[config.mk]
export PLATFORM = sky130hd
export DESIGN_NAME = fir_seq_mac
export DESIGN_NICKNAME = d
export VERILOG_FILES = /design/src/rtl/fir_seq_mac_pkg.sv /design/src/rtl/fir_seq_mac_mac_unit.sv /design/src/rtl/fir_seq_mac.sv
export SDC_FILE = /design/constraint.sdc
export NUM_CORES = 1
export LEC_CHECK = 0
export ABC_AREA = 1
export ABC_CLOCK_PERIOD_IN_PS = 12350
export CAP_MARGIN = 20
export CORE_MARGIN = 10
export CORE_UTILIZATION = 27
export CTS_BUF_LIST = sky130_fd_sc_hd__clkbuf_8
export CTS_CLUSTER_DIAMETER = 50
export DETAILED_ROUTE_END_ITERATION = 8
export PLACE_DENSITY = 0.38
export SLEW_MARGIN = 30
export SYNTH_ARGS = -nofsm -noshare
export SYNTH_HDL_FRONTEND = slang
export SYNTH_SLANG_ARGS = --single-unit
export TNS_END_PERCENT = 10
[constraint.sdc]
create_clock -name clk -period 12.35 [get_ports clk]
set_clock_uncertainty 0.2 [all_clocks]
set_input_delay 2.47 -clock clk [delete_from_list [all_inputs] [get_ports clk]]
set_output_delay 2.47 -clock clk [all_outputs]
set_load 0.01 [all_outputs]
[src/rtl/fir_seq_mac_pkg.sv]
// Shared definitions for the sequential-MAC FIR filter.
// Holds FSM states and the width helpers used by the top and MAC unit.
package fir_seq_mac_pkg;

  typedef enum logic [1:0] {
    ST_IDLE = 2'd0,
    ST_MAC  = 2'd1,
    ST_OUT  = 2'd2
  } state_e;

  function automatic int clog2(input int n);
    int r;
    int v;
    r = 0;
    v = n - 1;
    while (v > 0) begin
      r = r + 1;
      v = v >> 1;
    end
    return r;
  endfunction

  // Accumulator sized so that TAPS full-scale products never overflow.
  function automatic int acc_width(
    input int dw,
    input int cw,
    input int taps
  );
    return dw + cw + clog2(taps);
  endfunction

endpackage

[src/rtl/fir_seq_mac_mac_unit.sv]
// Single shared multiplier, accumulator and output formatter.
// Formatter clamps or wraps the accumulator into the output width.
module fir_mac_unit
  import fir_seq_mac_pkg::*;
#(
  parameter int DATA_W = 8,
  parameter int COEF_W = 8,
  parameter int ACC_W  = 18,
  parameter int OUT_W  = 16,
  parameter bit SIGNED = 1'b0,
  parameter bit SAT    = 1'b1
) (
  input  logic              clk,
  input  logic              rst,
  input  logic              clr_i,
  input  logic              en_i,
  input  logic [DATA_W-1:0] x_i,
  input  logic [COEF_W-1:0] h_i,
  output logic [OUT_W-1:0]  fmt_o
);

  localparam int PW = DATA_W + COEF_W;
  localparam int EW = ACC_W - PW;

  logic [ACC_W-1:0] term;
  logic [ACC_W-1:0] acc_q;
  logic [ACC_W-1:0] acc_d;

  if (SIGNED) begin : g_mul_s
    logic signed [PW-1:0] p;
    assign p = PW'($signed(x_i)) * PW'($signed(h_i));
    assign term = {{EW{p[PW-1]}}, p};
  end else begin : g_mul_u
    logic [PW-1:0] p;
    assign p = PW'(x_i) * PW'(h_i);
    assign term = {{EW{1'b0}}, p};
  end

  // Next accumulator: clear on sample accept, add one product per MAC cycle.
  always_comb begin
    acc_d = acc_q;
    if (clr_i) begin
      acc_d = '0;
    end else if (en_i) begin
      acc_d = acc_q + term;
    end
  end

  // Accumulator register.
  always_ff @(posedge clk or posedge rst) begin
    if (rst) begin
      acc_q <= '0;
    end else begin
      acc_q <= acc_d;
    end
  end

  if (ACC_W <= OUT_W) begin : g_fmt_ext
    if (SIGNED) begin : g_s
      assign fmt_o = OUT_W'($signed(acc_q));
    end else begin : g_u
      assign fmt_o = OUT_W'(acc_q);
    end
  end else if (!SAT) begin : g_fmt_wrap
    assign fmt_o = acc_q[OUT_W-1:0];
  end else if (SIGNED) begin : g_fmt_sat_s
    logic [ACC_W-OUT_W:0] top;
    logic fits;
    assign top  = acc_q[ACC_W-1:OUT_W-1];
    assign fits = (&top) | ~(|top);
    // Clamp to the signed output range when the top bits disagree.
    always_comb begin
      fmt_o = acc_q[OUT_W-1:0];
      if (!fits) begin
        fmt_o = acc_q[ACC_W-1] ? {1'b1, {(OUT_W-1){1'b0}}}
                               : {1'b0, {(OUT_W-1){1'b1}}};
      end
    end
  end else begin : g_fmt_sat_u
    logic [ACC_W-OUT_W-1:0] hi;
    assign hi = acc_q[ACC_W-1:OUT_W];
    // Clamp to all-ones when any bit above the output width is set.
    always_comb begin
      fmt_o = acc_q[OUT_W-1:0];
      if (|hi) begin
        fmt_o = '1;
      end
    end
  end

endmodule

[src/rtl/fir_seq_mac.sv]
// Sequential FIR: one sample per go, one multiply per cycle over TAPS taps.
// Holds the delay line, coefficient file, control FSM and tap index.
module fir_seq_mac
  import fir_seq_mac_pkg::*;
#(
  parameter int DATA_W = 8,
  parameter int COEF_W = 8,
  parameter int TAPS   = 4,
  parameter int OUT_W  = 16,
  parameter bit SIGNED = 1'b0,
  parameter bit SAT    = 1'b1,
  localparam int AW    = clog2(TAPS)
) (
  input  logic              clk,
  input  logic              rst,
  input  logic [DATA_W-1:0] in,
  input  logic              go,
  input  logic              coef_we,
  input  logic [AW-1:0]     coef_addr,
  input  logic [COEF_W-1:0] coef_data,
  output logic [OUT_W-1:0]  y,
  output logic              done,
  output logic              busy
);

  localparam int ACC_W = acc_width(DATA_W, COEF_W, TAPS);

  logic [DATA_W-1:0] x_q [TAPS];
  logic [COEF_W-1:0] h_q [TAPS];
  state_e            state_q;
  logic [AW-1:0]     idx_q;
  logic [OUT_W-1:0]  y_q;
  logic              done_q;
  logic [OUT_W-1:0]  fmt;
  logic              idle;
  logic              accept;
  logic              last;
  logic              coef_ok;

  assign idle    = (state_q == ST_IDLE);
  assign accept  = idle & go;
  assign last    = (idx_q == AW'(TAPS - 1));
  assign coef_ok = (int'(coef_addr) < TAPS);

  // Delay line shifts only when a sample is accepted in IDLE.
  always_ff @(posedge clk or posedge rst) begin
    if (rst) begin
      for (int k = 0; k < TAPS; k++) x_q[k] <= '0;
    end else if (accept) begin
      x_q[0] <= in;
      for (int k = 1; k < TAPS; k++) x_q[k] <= x_q[k-1];
    end
  end

  // Coefficients are writable only while idle so MAC sees stable taps.
  always_ff @(posedge clk or posedge rst) begin
    if (rst) begin
      for (int k = 0; k < TAPS; k++) h_q[k] <= COEF_W'(1);
    end else if (idle && coef_we && coef_ok) begin
      h_q[coef_addr] <= coef_data;
    end
  end

  // Control FSM: IDLE -> MAC (TAPS cycles) -> OUT -> IDLE.
  always_ff @(posedge clk or posedge rst) begin
    if (rst) begin
      state_q <= ST_IDLE;
      idx_q   <= '0;
      y_q     <= '0;
      done_q  <= 1'b0;
    end else begin
      done_q <= 1'b0;
      unique case (state_q)
        ST_IDLE: begin
          if (go) begin
            idx_q   <= '0;
            state_q <= ST_MAC;
          end
        end
        ST_MAC: begin
          idx_q <= idx_q + 1'b1;
          if (last) state_q <= ST_OUT;
        end
        ST_OUT: begin
          y_q     <= fmt;
          done_q  <= 1'b1;
          state_q <= ST_IDLE;
        end
        default: state_q <= ST_IDLE;
      endcase
    end
  end

  fir_mac_unit #(
    .DATA_W (DATA_W),
    .COEF_W (COEF_W),
    .ACC_W  (ACC_W),
    .OUT_W  (OUT_W),
    .SIGNED (SIGNED),
    .SAT    (SAT)
  ) u_mac (
    .clk   (clk),
    .rst   (rst),
    .clr_i (accept),
    .en_i  (state_q == ST_MAC),
    .x_i   (x_q[idx_q]),
    .h_i   (h_q[idx_q]),
    .fmt_o (fmt)
  );

  assign y    = y_q;
  assign done = done_q;
  assign busy = ~idle;

endmodule
# Yosys cells after proc, flatten, opt, wreduce, memory -nomap -nowiden
# Cells that the tools add are included.
# Widths: inputs -> output; s select.
# word_totals
word_cells	54
ff_bits	103
inputBits	22
n_memories	0
latch_bits	0
mem_bits_ro	0
output_inout_bits	18
ramBits	0
# classes
bitwise_logic	4
div_mod_pow	0
n_reduce_logical	8
add_sub_neg	2
magnitude_cmp	3
eq_ne	5
n_shift	0
multipliers	1
mux	18
# ops
cell	count
$mux 8	5
$mux 18	2
$bmux 8 s2	2
$bwmux 32	1
$add 18x16->18	1
$demux 8 s2	1
$mul 8x8->16	1
$mux 16	1
$pmux 2 s2	2
$ge 3x3->1 const B	2
$mux 2	3
$not 2->3	2
$eq 2x2->1 const B	2
$ne 2x2->1 const B	2
$reduce_and 2->1	2
$reduce_bool 2->1	2
$lt 3x1->1 const B	1
$add 2x1->2 const B	1
$eq 2x1->1 const B	1
$logic_and 1x1->1	2
$logic_not 2->1	1
$reduce_or 2->1	1
$and 1x1->1	1
$mux 1	1
$not 1->1	1

# Longest topological paths before layout
# Gate-level depths: netlist of the first run.
# depth
depth_word	8
depth_mapped	25
depth_no_buf	24

# Modules after synthesis
# Synthesis of the first run repeated with hierarchy kept, for this count alone.
# unflattened
hier_cells	1032
area_unflattened_um2	7706.1
# by_module_without_submodules
module	instances	cells_per_inst	area_each_um2	seq_area_each_um2
fir_seq_mac	1	488	3998.8	2132.0
fir_mac_unit	1	544	3707.3	450.4

# Worst setup path before layout of the first run
# Ideal clock, no wire load.
# synth_timing
path_kind	register -> register
startpoint	reg idx_q[0]
endpoint	reg u_mac.acc_q[16]
t_arrival_ns	4.232
slack_ns	7.801
stages_incl_launch_ff	23
t_required_ns	12.032
setup_time_ns	0.118
path_cell_list	dfrtp_1 > buf_6 > buf_6 > nor2_1 > inv_1 > a32oi_2 > inv_2 > nor2_1 > fa_1 > fa_1 > fa_1 > inv_1 > fa_1 > inv_1 > ha_1 > nand2_1 > inv_1 > nand2_1 > nand2_1 > a21oi_1 > nand3_1 > nand3_1 > nand2_1
# synth_between
elab_chain_cells	8
word_cells_on_any_way	11
classes_between	add/sub (1); mul (1); mux (8); bitwise (1)
# synth_lines
element	line	source
from (decl)	fir_seq_mac.sv:31	logic [AW-1:0] idx_q;
from (signal assigned)	fir_seq_mac.sv:81	idx_q <= idx_q + 1'b1;
$not 2->3 (not written as such) *	fir_seq_mac.sv:106, fir_seq_mac.sv:107	
$bmux 8 s2 (on tied branches)	fir_seq_mac.sv:106, fir_seq_mac.sv:107	
$mux 8 (on tied branches) (2 in series)	fir_seq_mac.sv:106, fir_seq_mac.sv:107	
$mul 8x8->16 *	fir_seq_mac_mac_unit.sv:35	assign p = PW'(x_i) * PW'(h_i);
$add 18x16->18 *	fir_seq_mac_mac_unit.sv:45	acc_d = acc_q + term;
$mux 18 *	fir_seq_mac_mac_unit.sv:44	end else if (en_i) begin
$mux 18 *	fir_seq_mac_mac_unit.sv:42	if (clr_i) begin
to (signal assigned)	fir_seq_mac_mac_unit.sv:52	acc_q <= '0;
to (signal assigned)	fir_seq_mac_mac_unit.sv:54	acc_q <= acc_d;
to (decl)	fir_seq_mac_mac_unit.sv:26	logic [ACC_W-1:0] acc_q;
# Mark *: on every way between the ends. The rest lies on a longest branch, timed or not. The select of a mux whose other input is x is not followed.
# A chain may end at the register's enable or synchronous reset.

# Worst setup path in the final report of the first run
# layout_timing
startpoint	reg idx_q[1]
endpoint	reg u_mac.acc_q[16]
# Same word-level chain as after synthesis.

==> metrics.txt, run 1 <==
outcome=finished, final reports clean; critical path's most frequent cell=nand2_1; Syn Std Cell Area=7307 µm²; ant diodes=0; Hold Path Class=flip-flop to flip-flop; Final setup viols=0; Die Ht=184.5 µm; Max Buffers Root-to-Sink=2; Slew HR=43.79%; cells on worst reg2reg path=21; Global Route met3 Usage=1.890%; Total Wirelength=17850 µm; IO Pins=40; r2r startpoint=idx_q[1]; largest fanout on the critical path=33; top cell type's share of synthesized area=33.90%; area of the multi-input gates=3867 µm²; Die Area=34040 µm²; Setup Buffers After CTS=0; clk root buf=clkbuf_8; layout cells sized above 1=7.505%; pin count of the biggest net entering global routing=64; Num CTS Buffers=9; syn avg cell area=7.986 µm²; DR vias=5418; GR Layer Usage met2=16.90%; clock latency on the worst-skew pair=0.40 ns; max-cap viol count=0; hold path startpoint=h_q[8]; global-route usage over all layers=11.19%; cells after synthesis=915; sequential share of the synthesized area=35.34%; Die W=184.5 µm; busiest layer in global routing=met2; first-pass GRT wire length=30360 µm; cts hold-fix bufs=0; Fin. Hold Viols=0; Sequential Area=2582 µm²; DRT iter0 DRCs=226; hold slack=0.2898 ns; CTS-repair resized insts=0; Synth Register Bits=103; Setup TNS=0 ns; core box area=26800 µm²; filler instances=2912; CP Launch Type=flip-flop; total grt overflow=0; max-slew violations=0; CP peak stage delay=0.55 ns; vias in the first global route=5652; clock sink total=103; Final Critical Period=5.365 ns; met1 usage in global routing=15.83%; DRT Pass-1 Iters=5; detailed placer's ending HPWL=13870 µm; R2R Path End=u_mac.acc_q[16]; H-tree depth=3; Layout area overhead=12.24%; Synth area leader=dfrtp_1; worst hold path depth=2; Worst-Margin Slew=0.8431 ns; YS warnings=0; CTS tree=built; slowest CP cell=inv_2; initial antenna violation count=0; most common cell after layout, fill and taps aside=nand2_1; critical path type=flip-flop to flip-flop; worst path required time=12.45 ns; synthesized net count=1028; row cnt=60; GPL Wtd Cong=0.7974; Final ANT Viol Nets=0; Final Cycle Share=43.44%; post-synth cell types=29; nets=1054; RSZ-0062 raised after global routing=false; Port Buffers=39; max frequency=0.1864 GHz; CP arrival=5.47 ns; largest cells by area after synthesis=dfrtp_1 (34%), fa_1 (14%), nand2_1 (13%); Critical Path Sink Type=flip-flop; Vias/cell=4.210; WL/cell=13.87 µm; r2r setup slk=6.98 ns; most frequent cells in the layout=nand2_1 (260), inv_1 (162), dfrtp_1 (99); CTS clk-pin slew, worst paths=0.12 ns; Starting Density=27.26%; Worst Hold Path EP=h_q[8]; drt drc=0; crit path cell chain=inv_2 -> a21oi_1 -> a32oi_2 -> nand2_1 -> fa_1 -> fa_1 -> inv_1 -> fa_1 -> inv_1 -> fa_1 -> inv_1 -> ha_1 -> nand2_1 -> inv_1 -> nand3_1 -> nand2_1 -> nand2_1 -> nand2_1 -> nand2_1 -> nand3_1 -> nand2_1
## cells in the mapped netlist
master    number
ha_1          41
nand4_1        2
a21oi_1       41
a32oi_2       15
dfrtp_1       99
inv_2         20
inv_1        164
buf_6          5
clkinv_2       1
nor2_2         2
buf_2         12
nor2_1        95
nand2_2        2
nand2_1      260
nor2_8         1
xor2_1         1
buf_4          4
nand3_1       18
dfstp_2        4
a32oi_4        1
a22o_1         1
nand3_2        2
o21ai_1       19
nand3b_1       2
o22ai_1        4
o21ai_0       42
clkbuf_1       6
or2_2          1
fa_1          50
## how the worst max path moves through the flow
stage	from	slack, ns	to	depth (start not counted)
2_1_floorplan	rst	6.98	done	1
3_3_place_gp	idx_q[1]	6.94	u_mac.acc_q[16]	21
3_5_place_dp	idx_q[0]	6.96	u_mac.acc_q[17]	22
4_1_cts	idx_q[1]	6.94	u_mac.acc_q[16]	21
5_1_grt	idx_q[1]	6.57	u_mac.acc_q[17]	21
6_report	idx_q[1]	6.98	u_mac.acc_q[16]	21
## layout make-up
cell class / count / share of cell area, %
multi-input cells: 600 / 47.15
flip-flops and latches: 103 / 31.49
inverters: 185 / 8.513
well taps: 341 / 5.202
repair buffers: 42 / 5.034
clock buffers: 9 / 1.510
clock inverters: 7 / 1.098
## state kept, by name, summed over array words and instances (netlist names)
name         count
done             1
h_q             32
idx_q            2
state_q          2
u_mac.acc_q     18
x_q             32
y               16
## critical path, delay by kind of cell (launching register included)
kind / cells / cell delay [ns]
AND/OR/NAND/NOR: 9 / 0.87
adder cells (fa/ha/maj): 5 / 2.45
buffers and inverters: 5 / 0.76
flip-flops: 1 / 0.41
AO/OA/AOI/OAI: 2 / 0.55
## layer usage
layer / vias up / share of wire [%]
met5: - / 0
met4: 0 / 0.57
met3: 4 / 3.0
met2: 44 / 44
met1: 2534 / 52
li1: 2836 / -
## through the flow
step	setup slack (ns)	std cells	utilization, %	cell area (µm²)
final	6.985	1287	30.60	8202
after global routing	6.569	1287	30.60	8202
after CTS	6.939	1287	30.60	8202
after floorplan	6.983	915	-	7307
after global placement	6.941	1271	29.79	7983
after detailed placement	6.960	1271	29.80	7988
## kinds of logic after synthesis
family                   Yosys count  synth area share (%)
AO/OA/AOI/OAI                    123                 11.16
XOR/XNOR                           1                0.1199
adder cells (fa/ha/maj)           91                 20.72
buffers and inverters            212                 11.83
flip-flops                       103                 35.34
AND/OR/NAND/NOR                  385                 20.82
Power of run 1 is left out: the tool's default activity adds up to more than one toggle a clock period on the data nets, which glitch-free logic cannot reach.
==> inputs of run 2 (changes only) <==
ABC_CLOCK_PERIOD_IN_PS = 4550   (was 12350)
PLACE_DENSITY = 0.4   (was 0.38)
clock period = 4.55 ns   (was 12.35 ns; I/O delays follow)
==> run 2 against run 1 <==
  * The flow now finishes with violations (setup timing)
  * Routed wire length rose by 6.1%
  * Sequential share of layout area is 4.7 points lower
  * Die area stayed put
  * Fmax up 15%
  * Non-clock buffer count grew 107
==> metrics.txt, run 2 (same netlist as run 1, synthesis figures left out) <==
Die Area=34040 µm² (unchanged); DR vias=5938 (was 5418); total grt overflow=0 (unchanged); layout cells sized above 1=27.35% (was 7.505%); clock latency on the worst-skew pair=0.41 ns (was 0.40 ns); CP peak stage delay=0.54 ns (was 0.55 ns); Final Worst Setup Slack=-0.1346 ns (was 6.985 ns); H-tree depth=3 (unchanged); clock sink total=103 (unchanged); Final setup viols=11 (was 0); crit path cell chain=clkinv_4 -> buf_12 -> buf_4 -> nand2_2 -> a32oi_4 -> buf_6 -> nand2_2 -> fa_1 -> inv_1 -> fa_1 -> fa_1 -> inv_1 -> fa_1 -> inv_2 -> ha_4 -> nand2_4 -> nor2_4 -> nand2_2 -> nand3_4 -> nand2_2 -> nand2_1 -> nand2_1 -> nand3_1 -> nand2_1 (was inv_2 -> a21oi_1 -> a32oi_2 -> nand2_1 -> fa_1 -> fa_1 -> inv_1 -> fa_1 -> inv_1 -> fa_1 -> inv_1 -> ha_1 -> nand2_1 -> inv_1 -> nand3_1 -> nand2_1 -> nand2_1 -> nand2_1 -> nand2_1 -> nand3_1 -> nand2_1); max-slew violations=0 (unchanged); Core Util, Final=35.97% (was 30.60%); Fin. Hold Viols=0 (unchanged); most common cell after layout, fill and taps aside=nand2_1 (unchanged); most frequent cells in the layout=nand2_1 (214), inv_1 (148), dfrtp_1 (98) (was nand2_1 (260), inv_1 (162), dfrtp_1 (99)); slowest CP cell=fa_1 (was inv_2); CTS clk-pin slew, worst paths=0.11 ns (was 0.12 ns); GPL Wtd Cong=0.8120 (was 0.7974); RSZ-0062 raised after global routing=true (was false); clk root buf=clkbuf_8 (unchanged); Port Buffers=39 (unchanged); detailed placer's ending HPWL=14440 µm (was 13870 µm); nets=1161 (was 1054); CP Launch Type=flip-flop (unchanged); CP arrival=4.78 ns (was 5.47 ns); ant diodes=0 (unchanged); cell family with most CP delay=adder cells (unchanged); IO Pins=40 (unchanged); cell area after layout=9641 µm² (was 8202 µm²); Final ANT Viol Nets=0 (unchanged); r2r startpoint=idx_q[0] (was idx_q[1]); Total Wirelength=18950 µm (was 17850 µm); Worst Hold Path EP=h_q[30] (was h_q[8]); R2R Path End=u_mac.acc_q[13] (was u_mac.acc_q[16]); failing checks=setup timing; critical path type=flip-flop to flip-flop (unchanged); CTS tree=built (unchanged); max frequency=0.2135 GHz (was 0.1864 GHz); biggest regs=h_q x32, x_q x32, u_mac.acc_q x18 (unchanged); WL/cell=13.59 µm (was 13.87 µm); DRT iter0 DRCs=304 (was 226); worst hold path depth=2 (unchanged); Critical Path Sink Type=flip-flop (unchanged); hold path startpoint=h_q[30] (was h_q[8]); max-cap viol count=0 (unchanged); filler instances=2862 (was 2912); core box area=26800 µm² (unchanged); Final Non-Filler Cells=1394 (was 1287); row cnt=60 (unchanged); Inst Count DP=1352 (was 1271); worst path required time=4.65 ns (was 12.45 ns); r2r setup slk=-0.13 ns (was 6.98 ns); Slew HR=52.66% (was 43.79%); cells on worst reg2reg path=24 (was 21); Die Ht=184.5 µm (unchanged); Starting Density=27.26% (unchanged); Final Cycle Share=103.0% (was 43.44%); DP Area=8646 µm² (was 7988 µm²); Max Buffers Root-to-Sink=2 (unchanged); Setup WS pre-CTS=-0.3850 ns (was 6.960 ns); initial antenna violation count=0 (unchanged); Layout area overhead=31.93% (was 12.24%); outcome=complete, but fails checks (was finished, final reports clean); DRT Pass-1 Iters=4 (was 5); Num CTS Buffers=9 (unchanged); largest fanout on the critical path=8 (was 33); vias in the first global route=6225 (was 5652); Die W=184.5 µm (unchanged); global-route usage over all layers=11.82% (was 11.19%); Hold Path Class=flip-flop to flip-flop (unchanged); Vias/cell=4.260 (was 4.210); WP buf/inv=7 (was 5); drt drc=0 (unchanged); pin count of the biggest net entering global routing=51 (was 64); Worst-Margin Slew=0.7093 ns (was 0.8431 ns); Final Critical Period=4.685 ns (was 5.365 ns); first-pass GRT wire length=32090 µm (was 30360 µm)
-- run 2: changes by cell type in the layout (fill, tap and decap cells not counted), moves of 14 or more --
cell,change
buf_4,+84
nand2_1,-46
nand2_2,+42
nor2_1,-19
buf_6,+16
inv_1,-14
-- run 2: repair_timing --
action / 4_1_cts / 5_1_grt
hold buffers: 0 / 0
gates cloned: 3 / 0
pin swaps: 72 / 24
setup endpoints to repair: 12 / 13
resized for setup: 123 / 32
setup buffers: 21 / 3
-- run 2: area by class of cell --
class	count	area, µm²	share of cell area [%]
multi-input combinational	600	4342	45.04
sequential	103	2584	26.80
timing repair buffer	149	1384	14.35
inverter	185	706.9	7.333
tap	341	426.7	4.426
clock buffer	9	123.9	1.285
clock inverter	7	73.82	0.7657
-- run 2: worst max path at each step --
stage	from	to	slack, ns	cells after the start
4_1_cts	idx_q[0]	u_mac.acc_q[13]	-0.17	25
6_report	idx_q[0]	u_mac.acc_q[13]	-0.13	24
3_5_place_dp	idx_q[0]	u_mac.acc_q[17]	-0.39	22
2_1_floorplan	idx_q[0]	u_mac.acc_q[16]	0.0005	22
3_3_place_gp	idx_q[0]	u_mac.acc_q[17]	-0.33	20
5_1_grt	idx_q[0]	u_mac.acc_q[13]	-0.34	23
-- run 2: per-stage QoR --
step | setup TNS, ns | hold WS, ns
2_1_floorplan | 0 | 0.2492
3_3_place_gp | -2.836 | 0.2693
3_5_place_dp | -3.336 | 0.2690
4_1_cts | -1.442 | 0.2910
5_1_grt | -3.775 | 0.3098
6_report | -1.138 | 0.2934
-- run 2: worst register-to-register path, cell delays in order, from the launching register on --
cell and delay, ns:
dfrtp_2 0.50, clkinv_4 0.10, buf_12 0.12, buf_4 0.13, nand2_2 0.06, a32oi_4 0.27
buf_6 0.15, nand2_2 0.05, fa_1 0.47, inv_1 0.05, fa_1 0.47, fa_1 0.54
inv_1 0.05, fa_1 0.49, inv_2 0.05, ha_4 0.29, nand2_4 0.07, nor2_4 0.10
nand2_2 0.07, nand3_4 0.08, nand2_2 0.06, nand2_1 0.06, nand2_1 0.05, nand3_1 0.06
nand2_1 0.06
-- run 2: layer usage --
| layer | up-vias | share of wire (%) | GRT usage [%] |
|---|---|---|---|
| li1 | 3062 | - | - |
| met1 | 2807 | 49 | 15.71 |
| met2 | 54 | 46 | 19.22 |
| met3 | 15 | 3.0 | 1.811 |
| met4 | 0 | 1.4 | 3.736 |
| met5 | - | 0 | 0 |
Power of run 2 is left out for the same reason.
